$ cat src/rtl/bp_io_order_splitter.sv
// Routes core I/O commands to host or ethernet and returns responses in order.
// Ports: cmd_* in from the core, host_cmd_*/eth_cmd_* out, host_resp_*/eth_resp_* in,
//        resp_* to the core, outstanding_o = commands awaiting a response,
//        err_o = sticky protocol error.
module bp_io_order_splitter #(
    parameter int unsigned                   msg_width_p      = 256,
    parameter int unsigned                   addr_width_p     = 40,
    parameter int unsigned                   dev_lsb_p        = 20,
    parameter int unsigned                   dev_width_p      = 4,
    parameter logic [dev_width_p-1:0]        eth_dev_id_p     = 4'hA,
    parameter logic [addr_width_p-1:0]       dram_base_addr_p = 40'h80_0000_0000,
    parameter int unsigned                   els_p            = 4,
    localparam int unsigned                  ptr_w_lp         = $clog2(els_p),
    localparam int unsigned                  cnt_w_lp         = $clog2(els_p + 1)
) (
    input  logic                    clk_i,
    input  logic                    reset_n_i,

    input  logic [msg_width_p-1:0]  cmd_i,
    input  logic [addr_width_p-1:0] cmd_addr_i,
    input  logic                    cmd_v_i,
    output logic                    cmd_ready_and_o,

    output logic [msg_width_p-1:0]  host_cmd_o,
    output logic                    host_cmd_v_o,
    input  logic                    host_cmd_ready_and_i,

    output logic [msg_width_p-1:0]  eth_cmd_o,
    output logic                    eth_cmd_v_o,
    input  logic                    eth_cmd_ready_and_i,

    input  logic [msg_width_p-1:0]  host_resp_i,
    input  logic                    host_resp_v_i,
    output logic                    host_resp_yumi_o,

    input  logic [msg_width_p-1:0]  eth_resp_i,
    input  logic                    eth_resp_v_i,
    output logic                    eth_resp_yumi_o,

    output logic [msg_width_p-1:0]  resp_o,
    output logic                    resp_v_o,
    input  logic                    resp_yumi_i,

    output logic [cnt_w_lp-1:0]     outstanding_o,
    output logic                    err_o
);

    // Order FIFO state: one bit per outstanding command, 1 = ethernet
    logic [els_p-1:0]    order_q, order_d;
    logic [ptr_w_lp-1:0] wptr_q, wptr_d;
    logic [ptr_w_lp-1:0] rptr_q, rptr_d;
    logic [cnt_w_lp-1:0] count_q, count_d;
    logic                err_q, err_d;

    logic is_eth;
    logic full;
    logic empty;
    logic head;
    logic push;
    logic pop;

    assign full  = (count_q == cnt_w_lp'(els_p));
    assign empty = (count_q == '0);

    // Anything at or above DRAM base is memory-mapped host space
    assign is_eth = (cmd_addr_i < dram_base_addr_p)
                  & (cmd_addr_i[dev_lsb_p+:dev_width_p] == eth_dev_id_p);

    // Command path: pure wires, ready follows only the selected target
    assign host_cmd_o      = cmd_i;
    assign eth_cmd_o       = cmd_i;
    assign host_cmd_v_o    = cmd_v_i & ~is_eth & ~full;
    assign eth_cmd_v_o     = cmd_v_i &  is_eth & ~full;
    assign cmd_ready_and_o = ~full
                           & (is_eth ? eth_cmd_ready_and_i : host_cmd_ready_and_i);

    // Response path: only the target recorded at the head may drain
    assign head             = ~empty & order_q[rptr_q];
    assign resp_o           = head ? eth_resp_i : host_resp_i;
    assign resp_v_o         = ~empty & (head ? eth_resp_v_i : host_resp_v_i);
    assign host_resp_yumi_o = resp_yumi_i & resp_v_o & ~head;
    assign eth_resp_yumi_o  = resp_yumi_i & resp_v_o &  head;

    assign push = cmd_v_i & cmd_ready_and_o;
    assign pop  = resp_yumi_i & resp_v_o;

    always_comb begin
        order_d = order_q;
        wptr_d  = wptr_q;
        rptr_d  = rptr_q;
        count_d = count_q;
        err_d   = err_q;

        if (push) begin
            order_d[wptr_q] = is_eth;
            wptr_d          = wptr_q + ptr_w_lp'(1);
        end
        if (pop) begin
            rptr_d = rptr_q + ptr_w_lp'(1);
        end
        unique case ({push, pop})
            2'b10:   count_d = count_q + cnt_w_lp'(1);
            2'b01:   count_d = count_q - cnt_w_lp'(1);
            default: count_d = count_q;
        endcase

        if ((empty & (host_resp_v_i | eth_resp_v_i)) | (resp_yumi_i & ~resp_v_o)) begin
            err_d = 1'b1;
        end
    end

    always_ff @(posedge clk_i) begin
        if (!reset_n_i) begin
            order_q <= '0;
            wptr_q  <= '0;
            rptr_q  <= '0;
            count_q <= '0;
            err_q   <= 1'b0;
        end else begin
            order_q <= order_d;
            wptr_q  <= wptr_d;
            rptr_q  <= rptr_d;
            count_q <= count_d;
            err_q   <= err_d;
        end
    end

    assign outstanding_o = count_q;
    assign err_o         = err_q;

endmodule

$ cat config.mk
export PLATFORM = sky130hd
export DESIGN_NAME = bp_io_order_splitter
export DESIGN_NICKNAME = d
export VERILOG_FILES = /design/src/rtl/bp_io_order_splitter.sv
export SDC_FILE = /design/constraint.sdc
export NUM_CORES = 1
export LEC_CHECK = 0
export ABC_AREA = 1
export BUFFER_PORTS_ARGS = -buffer_cell sky130_fd_sc_hd__buf_2
export CORE_AREA = 2 2 623 625
export CTS_CLUSTER_SIZE = 16
export DETAILED_ROUTE_END_ITERATION = 6
export DIE_AREA = 0 0 625 627
export PLACE_DENSITY = 0.3
export SLEW_MARGIN = 20
export SYNTH_ARGS = -nofsm -noshare
export SYNTH_HDL_FRONTEND = slang
export SYNTH_SLANG_ARGS = --single-unit
$ cat constraint.sdc
create_clock -name clk_i -period 4.4 [get_ports clk_i]
set_input_delay 1.32 -clock clk_i [delete_from_list [all_inputs] [get_ports clk_i]]
set_output_delay 1.32 -clock clk_i [all_outputs]
set_load 0.03 [all_outputs]
; Yosys cells after proc, flatten, opt, wreduce, memory -nomap -nowiden
; Cells that the tools add are included.
[totals]
elab_cells = 50
out_inout_bits = 778
in_bits = 816
regBits = 12
[op_classes]
eq_ne = 4
bitwise = 21
order_cmp = 4
muxes = 9
reduce_logical = 3
add_sub_neg = 4
[ops]
columns = operator, n
row1 = $mux 256, 1
row2 = $lt 40x40->1 const B, 1
row3 = $and 1x1->1, 14
row4 = $lt 2x3->1 const B, 2
row5 = $pmux 3 s2, 1
row6 = $not 1->1, 5
row7 = $add 2x1->2 const B, 2
row8 = $bwmux 4, 1
row9 = $eq 4x4->1 const B, 1
row10 = $mux 1, 4
row11 = $add 3x1->3 const B, 1
row12 = $eq 3x3->1 const B, 1
row13 = $logic_not 3->1, 1
row14 = $sub 3x1->3 const B, 1
row15 = $bmux 1 s2, 1
row16 = $demux 1 s2, 1
row17 = $eq 2x1->1 const B, 1
row18 = $eq 2x2->1 const B, 1
row19 = $ge 2x1->1 const B, 1
row20 = $or 1x1->1, 2
row21 = $reduce_bool 2->1, 1
row22 = $logic_and 1x1->1, 1

; Longest topological paths before layout
; Gate-level depths: netlist of run 1.
[logic_depth]
depth_word = 8
ltp_mapped = 15
depth_no_buf = 15

; Least setup slack after synthesis of run 1
; Ideal clock, no wire load.
[synth_timing]
path_kind = input to output
startpoint = input port cmd_addr_i[23]
endpoint = output port cmd_ready_and_o
arrival_ns = 2.113
t_required_ns = 3.080
path_buffers = 0
stages = 6
slack_ns = 0.967
path_cell_list = inv_1 nor2_1 nand3_1 nand2_1 nand2_1 nor2_1
[synth_via]
elab_chain_cells = 4
elab_cells_between_ends = 5
cone_classes = 1 x order compare / 1 x eq/ne / 1 x mux / 2 x bitwise
[synth_lines]
columns = item, line
row1 = start: declaration, 20  ; input logic [addr_width_p-1:0] cmd_addr_i,
row2 = $lt 40x40->1 / $eq 4x4->1 (equally long branches), "66, 67"
row3 = $and 1x1->1 (*), 67  ; & (cmd_addr_i[dev_lsb_p+:dev_width_p] == eth_dev_id_p);
row4 = $mux 1 (*), 75  ; & (is_eth ? eth_cmd_ready_and_i : host_cmd_ready_and_i);
row5 = $and 1x1->1 (*), 75
row6 = end: declaration, 22  ; output logic cmd_ready_and_o,
; Every way passes the cells marked *; elsewhere a longest branch is shown, timed or not.

; Worst setup path after layout of run 1
[layout_timing]
startpoint = register rptr_q[0]
endpoint = output port resp_o[161]
[layout_via]
elab_chain_cells = 4
[layout_lines]
columns = item, line
row1 = start: declaration, 51  ; logic [ptr_w_lp-1:0] rptr_q, rptr_d;
row2 = start signal: assignment, 122  ; rptr_q <= rptr_d;
row3 = $bmux 1 s2, 78  ; assign head = ~empty & order_q[rptr_q];
row4 = $mux 1 (implied by the code), 78
row5 = $and 1x1->1, 78
row6 = $mux 256, 79  ; assign resp_o = head ? eth_resp_i : host_resp_i;
row7 = end: declaration, 40  ; output logic [msg_width_p-1:0] resp_o,
; No other way between the ends. The select of a mux whose other input is x is not followed.

==> results by group, run 1 <==
Detailed routing
  – DR vias/cell: 1.70
  – Post-DRT Antenna Nets: 0
  – Routed WL: roughly 240 mm
  – Routed WL per cell: 34.5 um
  – Via Count: 11,600
  – DRC viols: 0
  – First-pass DRT Iterations: 5
  – DR iter-0 viols: 614

Layout
  – Final instance area: 0.0151 mm2
  – Fin util: between 3 and 4%
  – Most common cell after layout, fill and taps aside: nand2_1
  – Commonest cells after routing, fill and taps aside: nand2_1, buf_2, buf_12, inv_1, nor2_1
  – Area growth syn-to-layout: 89.2%
  – Final net count: roughly 2,500
  – Share of cells above drive strength 1: 48.2%

Worst setup path
  – Critical R2R Launch: rptr_q[0]
  – Critical path class: flip-flop to output port
  – R2R cell count: 16
  – Crit path max-delay family: simple AND/OR/NAND/NOR gates
  – Worst setup path start: rptr_q[0]
  – Startpoint Class: flip-flop
  – Worst path max stage delay: ~0.41 ns
  – Critical Path AT: between 2 and 3 ns
  – Slowest CP cell: dfxtp_1
  – Flop-to-flop setup slack: 1.96 ns
  – Worst r2r dst: outstanding_o[2]
  – Critical path, cell by cell: nand2_1, nand3_1, nand2_2, nor2_4, buf_12, buf_12, nand2_1, nand2_1, buf_12
  – Worst path required time: 3.08 ns
  – Worst path bufs/invs: 3
  – Setup crit end kind: output port
  – CP max FO: 59

Clocking
  – Post-cts sizing count: 0
  – Worst-skew pair later-pin latency: 0.24 ns
  – CTS Hold Bufs: 0
  – CTS Root Cell: clkbuf_16
  – TritonCTS clock tree: done
  – Worst-path clk slew: about 0.050 ns
  – H-tree depth: 1
  – Post-CTS setup repair buffer count: 0
  – Clk sinks: 12
  – Num CTS Buffers: 3
  – Maximum clock path buffer count: 2

Hold path
  – Endpoint, Worst Hold: outstanding_o[2]
  – Hold depth: 2
  – Hold Path Origin: outstanding_o[2]
  – HP Class: flip-flop to flip-flop

Synthesis
  – Post-synth top area cell: buf_4
  – Synth top area cells: buf_4, nand2_1, buf_6
  – Post-Syn Instances: 1,451
  – Register area share after synthesis: 3.02%
  – Warnings from Yosys: 0
  – Net count after synthesis: 2,273
  – Mapped Avg Cell Area: 5.49 um2
  – Yosys cell types: 23
  – Mapped cell area: roughly 0.0080 mm2
  – Yosys reg bits: 12
  – Synth top area share: between 40% and 50%

Timing
  – Slew headroom: 55.9%
  – Setup Total Neg Slack: 0 ns
  – PnR worst setup slack: 0.329 ns
  – Clock skew: approximately 0.0026 ns
  – Hold Fails Final Rpt: 0
  – Worst Max-Slew Pin Slew: around 0.66 ns
  – Fin. max-slew vios: 0
  – Min Tclk post-route: just over 4 ns
  – Final Cycle Share: ~93%
  – F_max: 246 MHz
  – RSZ-0062 raised after global routing: false
  – Final setup fails: 0

GRT
  – Pin count of the biggest net entering global routing: between 70 and 80
  – Remaining Overflow, GRT: 0
  – First-pass GRT wire length: 255 mm
  – Global-route usage over all layers: 11.5%
  – Vias in the first global route: 10,000
  – Initial antenna violation count: 304

Die
  – Initial Util: 2.07%
  – Die Span Y: 627 um
  – Row cnt: roughly 230
  – Die Span X: 625 um
  – Die area: 0.392 mm2
  – Ports: approximately 1,600
  – Core box area: 0.385 mm2

Power
  – Final Total Pwr: 2.47 mW
  – LEAKAGE: 6.06 nW
  – VDD IR-drop max: 0.0000976 V
  – Pwr/cell area: 164 mW/mm2

Placed design
  – Post-DP Area: 0.0148 mm2
  – Final GP Congestion: 0.876
  – Worst slack, placed: 0.528 ns
  – Buffers on Ports: 790
  – Detailed Place HPWL: 225 mm

Run status
  – Outcome: finished clean

Job
  – Max Cap Viol: 0
routing by layer:
metal	vias to the layer above	share of wire (%)	global-route usage, %
li1	4362	-	-
met2	1893	41	17.3
met3	701	27	14.2
met4	106	4.1	2.84
met5	-	0.44	0.667
met1	4512	28	9.15
synthesized netlist by cell type, drive strengths merged:
| cell type | n |
|---|---|
| a21oi | 8 |
| buf | 568 |
| clkbuf | 2 |
| dfxtp | 12 |
| fa | 1 |
| ha | 5 |
| inv | 26 |
| nand2 | 786 |
| nand3 | 6 |
| nand4 | 4 |
| nor2 | 17 |
| nor3 | 5 |
| o21ai | 6 |
| o21bai | 4 |
| xor2 | 1 |
metrics by stage:
stage | std cells | hold slack (ns)
global route | 6796 | 0.530
finish | 6824 | 0.508
floorplan | 1451 | 0.477
CTS | 6752 | 0.511
global placement | 6748 | 0.502
detailed placement | 6748 | 0.505
registers in the layout, summed over array words and instances, names as in the netlist:
signal	cells
err_o	1
outstanding_o	3
rptr_q	2
order_q	4
wptr_q	2
power by group:
group / internal (mW) / switching [mW]
Combinational: 0.596 / 1.56
Clock: 0.137 / 0.0492
Sequential: 0.118 / 0.00929
cell type report:
cell class	count	area [um2]
fillers	46200	370000
well taps	5060	6330
repair buffers	807	4810
multi-input cells	843	3300
flip-flops and latches	12	240
diodes	72	180
inverters	26	114
clock buffers	4	88.8
kinds of logic (layout without fill, tap and decap cells):
family | count (synthesis) | after routing | share of synthesized area (%)
simple gates | 818 | 818 | 39.0
other cells | 0 | 72 | 0
compound gates | 18 | 18 | 1.26
buf+inv | 596 | 837 | 55.6
flops | 12 | 12 | 3.02
xor+xnor | 1 | 1 | 0.110
fa+ha+maj | 6 | 6 | 1.04
how the worst max path moves through the flow:
stage / slack, ns / cells after the start / end
5_1_grt: 0.15 / 9 / resp_o[69]
4_1_cts: 0.26 / 9 / resp_o[161]
3_3_place_gp: 0.52 / 9 / resp_o[27]
2_1_floorplan: 0.97 / 6 / cmd_ready_and_o
6_report: 0.33 / 9 / resp_o[161]
3_5_place_dp: 0.53 / 9 / resp_o[161]
worst min-delay path, cell delays in order (launching register included):
cell     delay (ns)
dfxtp_1        0.31
inv_1          0.08
a21oi_1        0.06
Note: power is estimated with default switching activity, not from simulation.
==> run 2: changes to the inputs <==
Settings changed: CORE_AREA 2 2 623 625 to 2 2 629 631, DIE_AREA 0 0 625 627 to 0 0 631 633.
Clock period 4.4 ns to 3.35 ns, I/O delays scaled along.
==> results by group, run 2 (synthesized netlist as in run 1, its figures left out) <==
Detailed routing
  – Via Count: 11,800 (+1.7%)
  – Routed WL per cell: 34.0 um (-1.5%)
  – DR vias/cell: 1.68 (-0.78%)
  – DRC viols: 0 (unchanged)
  – Routed WL: 238 mm (+0.97%)
  – Post-DRT Antenna Nets: 0 (unchanged)
  – First-pass DRT Iterations: 5 (unchanged)
  – DR iter-0 viols: 672 (+9.4%)

Die
  – Row cnt: 230 (+0.88%)
  – Core box area: 0.392 mm2 (+1.8%)
  – Die area: 0.399 mm2 (+1.9%)
  – Initial Util: 2.03% (-0.038 points)
  – Ports: 1,594 (unchanged)
  – Die Span X: 631 um (+0.96%)
  – Die Span Y: 633 um (+0.96%)

Timing
  – Final setup fails: 0 (unchanged)
  – Final Cycle Share: 96.9%
  – Worst Max-Slew Pin Slew: 0.568 ns (-0.0935 ns)
  – F_max: 308 MHz
  – Hold Fails Final Rpt: 0 (unchanged)
  – Fin. max-slew vios: 0 (unchanged)
  – RSZ-0062 raised after global routing: true
  – Setup Total Neg Slack: 0 ns (unchanged)
  – Slew headroom: 62.4% (+6.5 points)
  – PnR worst setup slack: 0.103 ns (-0.225 ns)
  – Min Tclk post-route: 3.25 ns
  – Clock skew: 0.00422 ns (+0.00165 ns)

GRT
  – Remaining Overflow, GRT: 0 (unchanged)
  – M1 GR Usage: 8.40% (-0.75 points)
  – Global-route usage over all layers: 11.3% (-0.19 points)
  – Initial antenna violation count: 286 (-5.9%)
  – First-pass GRT wire length: 257 mm (+0.83%)
  – Pin count of the biggest net entering global routing: 61 (-22%)
  – Gr busiest metal: met2
  – Vias in the first global route: 10,500 (+4.6%)
  – Met3 usage: 14.8% (+0.65 points)
  – M2 GR Usage: 16.8% (-0.51 points)

Layout
  – Commonest cells after routing, fill and taps aside: nand2_1, buf_2, buf_12, inv_1, buf_4
  – Max reg flops: 4 (unchanged)
  – Biggest register: order_q
  – Most common cell after layout, fill and taps aside: nand2_1
  – Post-route insts no fill: 6,995 (+2.5%)
  – Share of cells above drive strength 1: 49.0% (+0.84 points)
  – Final net count: 2,535 (+0.80%)
  – Area growth syn-to-layout: 97.2%

Worst setup path
  – Critical Path AT: 2.24 ns (-0.51 ns)
  – Worst setup path start: rptr_q[1]
  – Startpoint Class: flip-flop
  – Flop-to-flop setup slack: 0.85 ns (-1.11 ns)
  – CP endpoint: resp_o[229]
  – Critical path class: flip-flop to output port
  – Worst path required time: 2.34 ns (-0.74 ns)
  – Worst r2r dst: outstanding_o[2]
  – Critical R2R Launch: rptr_q[0]
  – CP max FO: 29 (-51%)
  – Setup crit end kind: output port
  – R2R cell count: 17 (+1)

Clocking
  – CTS Hold Bufs: 0 (unchanged)
  – Maximum clock path buffer count: 2 (unchanged)
  – CTS Root Cell: clkbuf_16
  – TritonCTS clock tree: done
  – Num CTS Buffers: 3 (unchanged)
  – Worst-skew pair later-pin latency: 0.25 ns (about the same)
  – Clk sinks: 12 (unchanged)
  – H-tree depth: 1 (unchanged)
  – Worst-path clk slew: 0.05 ns (about the same)

Hold path
  – HP Class: flip-flop to flip-flop

Job
  – Max Cap Viol: 0 (unchanged)

Power
  – Final Total Pwr: 3.33 mW (+35%)
  – VDD IR-drop max: 0.000130 V (+34%)
  – LEAKAGE: 6.27 nW (+3.4%)
  – Pwr/cell area: 212 mW/mm2 (+30%)

Placed design
  – Detailed Place HPWL: 224 mm (-0.25%)
  – Worst slack, placed: -0.152 ns (-0.680 ns)
  – Buffers on Ports: 790 (unchanged)
  – Post-placement cell count: 6,920 (+2.5%)
  – Final GP Congestion: 0.930 (+6.2%)

Run status
  – Outcome: finished clean
[run 2: how the worst min path moves through the flow]
stage | startpoint | to | slack [ns] | cells after the start
after floorplan | rptr_q[1] | rptr_q[1] | 0.48 | 2
after global placement | rptr_q[1] | rptr_q[1] | 0.51 | 2
after detailed placement | rptr_q[1] | rptr_q[1] | 0.51 | 2
after CTS | rptr_q[1] | rptr_q[1] | 0.52 | 2
after global routing | rptr_q[1] | rptr_q[1] | 0.55 | 2
final | rptr_q[1] | rptr_q[1] | 0.52 | 2
[run 2: through the flow]
stage | util (%) | hold WS [ns] | cell area, um2
detailed placement | 3.86 | 0.515 | 15100
floorplan | - | 0.477 | 7960
CTS | 3.92 | 0.523 | 15400
global route | 3.98 | 0.547 | 15600
global placement | 3.86 | 0.508 | 15100
finish | 4.01 | 0.525 | 15700
[run 2: repair_timing]
| item | CTS | global route |
|---|---|---|
| endpoints found under the setup margin | 257 | 130 |
| setup buffers | 2 | 0 |
| pin swaps | 1 | 0 |
| gates resized for setup | 11 | 29 |
| cloned | 2 | 4 |
[run 2: power breakdown]
part / internal (mW) / switching [mW]
clock: 0.181 / 0.0736
combinational: 0.863 / 2.05
sequential: 0.155 / 0.0124
total: 1.20 / 2.13
[run 2: routing by layer]
layer	vias up	share of wire, %
met5	-	0.55
met1	4598	26
met2	1999	41
li1	4397	-
met4	94	4.6
met3	684	28
[run 2: cell type report]
cell class	count	area [um2]
Antenna cell	63	158
Clock buffer	4	88.8
Fill cell	47200	376000
Inverter	26	114
Multi-Input combinational cell	843	3310
Sequential cell	12	241
Tap cell	5220	6530
Timing Repair Buffer	827	5250
[run 2: worst max-delay path, stage by stage (launching register included)]
cell and delay [ns]:
dfxtp_1 0.39, inv_1 0.06, nand3_1 0.12, nand2_2 0.09
nor2_4 0.13, buf_12 0.16, buf_8 0.18, buf_16 0.19
nand2_1 0.18, nand2_1 0.18, buf_2 0.23
==> run 3: changes to the inputs <==
Settings changed: ABC_AREA 1 to 0, CORE_AREA 2 2 629 631 to 2 2 621 623, DIE_AREA 0 0 631 633 to 0 0 623 625.
==> results by group, run 3 <==
Run status
  – Outcome: complete, but fails checks
  – Failing checks: setup timing

Detailed routing
  – DR vias/cell: 1.55 (-7.6%)
  – DRC viols: 0 (unchanged)
  – DR iter-0 viols: 668 (-0.60%)
  – Routed WL per cell: 35.4 um (+4.2%)
  – First-pass DRT Iterations: 6 (+1)
  – Via Count: 9,865 (-16%)
  – Post-DRT Antenna Nets: 0 (unchanged)
  – Routed WL: 225 mm (-5.5%)

Timing
  – RSZ-0062 raised after global routing: true
  – Worst Max-Slew Pin Slew: 0.535 ns (-0.0324 ns)
  – Hold Fails Final Rpt: 0 (unchanged)
  – Worst Hold Slack: 0.487 ns (-0.0376 ns)
  – Clock skew: 0.00120 ns (-0.00303 ns)
  – Final setup fails: 2 (+2)
  – PnR worst setup slack: -0.00249 ns (-0.106 ns)
  – Slew headroom: 64.6% (+2.1 points)
  – Final Cycle Share: 100% (+3.2 points)
  – Min Tclk post-route: 3.35 ns (+0.106 ns)
  – Fin. max-slew vios: 0 (unchanged)
  – F_max: 298 MHz (-3.2%)

Hold path
  – Hold Path Origin: err_o
  – HP Class: flip-flop to flip-flop

Clocking
  – Worst-path clk slew: 0.04 ns (about the same)
  – Clk sinks: 12 (unchanged)
  – Num CTS Buffers: 3 (unchanged)
  – CTS Root Cell: clkbuf_16
  – H-tree depth: 1 (unchanged)
  – CTS Hold Bufs: 0 (unchanged)
  – Worst-skew pair later-pin latency: 0.24 ns (about the same)
  – TritonCTS clock tree: done
  – Maximum clock path buffer count: 2 (unchanged)

Synthesis
  – Yosys reg bits: 12 (unchanged)
  – Post-Syn Instances: 880 (-39%)
  – Mapped Avg Cell Area: 9.20 um2 (+68%)
  – Post-synth top cells: buf_4, mux2_2, buf_12
  – Most numerous cell in the Yosys netlist: buf_4
  – Net count after synthesis: 1,702 (-25%)
  – EDFF count, synth: 0 (unchanged)
  – Primary FF master, synth: dfxtp_1
  – Async SR Flop Fraction: 0% (unchanged)
  – Synth top area cells: buf_4, mux2_2, buf_12
  – Register area share after synthesis: 2.97% (-0.051 points)
  – Warnings from Yosys: 0 (unchanged)
  – Post-synth top area cell: buf_4
  – Yosys cell types: 33 (+43%)
  – Mapped cell area: 0.00810 mm2 (+1.7%)
  – Synth top area share: 47.6% (-2.0 points)

Power
  – Final Total Pwr: 2.05 mW (-39%)
  – VDD IR-drop max: 0.000173 V (+33%)
  – Pwr/cell area: 125 mW/mm2 (-41%)
  – LEAKAGE: 5.71 nW (-8.9%)

GRT
  – Pin count of the biggest net entering global routing: 42 (-31%)
  – Global-route usage over all layers: 11.0% (-0.32 points)
  – First-pass GRT wire length: 240 mm (-6.6%)
  – Remaining Overflow, GRT: 0 (unchanged)
  – Vias in the first global route: 8,126 (-23%)
  – Initial antenna violation count: 362 (+27%)

Worst setup path
  – Critical R2R Launch: rptr_q[0]
  – CP endpoint: resp_o[164]
  – Critical path class: flip-flop to output port
  – Setup crit end kind: output port
  – Startpoint Class: flip-flop
  – Worst setup path start: rptr_q[0]
  – Worst path required time: 2.34 ns (about the same)
  – R2R cell count: 10 (-7)
  – Critical path, cell by cell: mux4_2, nand2_8, buf_12, clkbuf_16, mux2_2, buf_6
  – Flop-to-flop setup slack: 0.54 ns (-0.31 ns)
  – Worst path max stage delay: 0.57 ns (+0.18 ns)
  – CP max FO: 9 (-69%)
  – Critical Path AT: 2.35 ns (+0.11 ns)
  – Slowest CP cell: mux4_2
  – Worst r2r dst: outstanding_o[2]

Placed design
  – Detailed Place HPWL: 215 mm (-4.0%)
  – Buffers on Ports: 790 (unchanged)
  – Final GP Congestion: 1.01 (+8.1%)

Layout
  – Area growth syn-to-layout: 103%
  – Final net count: 2,002 (-21%)
  – Fin util: 4.28% (+0.28 points)
  – Most common cell after layout, fill and taps aside: buf_2
  – Commonest cells after routing, fill and taps aside: buf_2, mux2_2, buf_6, mux2_4, buf_12
  – Share of cells above drive strength 1: 93.4% (+44 points)
  – Biggest register: order_q
  – Max reg flops: 4 (unchanged)

Die
  – Core box area: 0.384 mm2 (-2.1%)
  – Row cnt: 228 (-0.87%)
  – Die Span Y: 625 um (-1.3%)
  – Ports: 1,594 (unchanged)
  – Die area: 0.389 mm2 (-2.5%)
  – Die Span X: 623 um (-1.3%)
  – Initial Util: 2.11% (+0.080 points)

Job
  – Max Cap Viol: 0 (unchanged)
-- run 3: cell count changes after synthesis, sizes merged, moves of 3 or more --
cell | before | now
mux2 | 0 | 258
a211oi | 0 | 5
nor3 | 5 | 1
nor2 | 17 | 8
nand3 | 6 | 0
a31oi | 0 | 4
inv | 26 | 5
nand2 | 786 | 9
mux2i | 0 | 6
buf | 568 | 540
o21ai | 6 | 2
nand4 | 4 | 0
o21bai | 4 | 0
a21oi | 8 | 5
-- run 3: stage by stage --
step           cell area [um2]  cells  setup WS (ns)  setup TNS (ns)
2_1_floorplan             8100    880          0.107               0
3_3_place_gp             14400   6220         0.0889               0
3_5_place_dp             14400   6220         0.0925               0
4_1_cts                  15300   6231        -0.0606           -1.03
5_1_grt                  16400   6318        -0.0570           -3.30
6_report                 16400   6345       -0.00249        -0.00414
-- run 3: layer usage --
metal / vias up / wire length (um) / part of all wire [%] / GRT usage [%]
met2: 1859 / 109000 / 49 / 19.2
met5: - / 1150 / 0.51 / 0.605
li1: 3156 / - / - / -
met4: 102 / 8490 / 3.8 / 2.84
met3: 734 / 43700 / 19 / 9.80
met1: 4014 / 62100 / 28 / 8.86
-- run 3: kinds of logic after synthesis --
group / Yosys count / share of synthesized area (%)
XOR/XNOR: 2 / 0.216
adder cells (fa/ha/maj): 6 / 1.02
AND/OR/NAND/NOR: 32 / 2.24
flip-flops: 12 / 2.97
buffers and inverters: 546 / 54.4
multiplexers: 265 / 37.8
AO/OA/AOI/OAI: 17 / 1.33
-- run 3: report_power, final --
group          leakage (nW)  internal, mW  total (mW)  switching, mW
logic                  5.57         0.649        1.65          0.998
clock network        0.0448         0.180       0.243         0.0631
registers            0.0981         0.152       0.158        0.00587
-- run 3: cell type report --
type | count | area (um2)
Tap cell | 5060 | 6330
Clock buffer | 4 | 88.8
Timing Repair Buffer | 835 | 5850
Sequential cell | 12 | 241
Antenna cell | 106 | 265
Fill cell | 45600 | 367000
Multi-Input combinational cell | 322 | 3640
Inverter | 6 | 22.5
-- run 3: worst min-delay path by stage --
| stage | endpoint | cells past startpoint |
|---|---|---|
| after floorplan | wptr_q[1] | 2 |
| after global placement | err_o | 2 |
| after detailed placement | err_o | 2 |
| after CTS | err_o | 2 |
| after global routing | err_o | 2 |
| final | err_o | 2 |
-- run 3: critical path: cells and delay by family, from the launching register on --
family        cells  cell delay, ns
simple gates      1            0.21
buf+inv           3            0.57
flops             1            0.34
mux               2            0.91
-- run 3: what timing repair did --
| item | CTS | global route |
|---|---|---|
| pin swaps | 1 | 1 |
| buffers inserted | 5 | 0 |
| resized for setup | 217 | 200 |
| cloned | 3 | 8 |
| setup endpoints to repair | 216 | 188 |
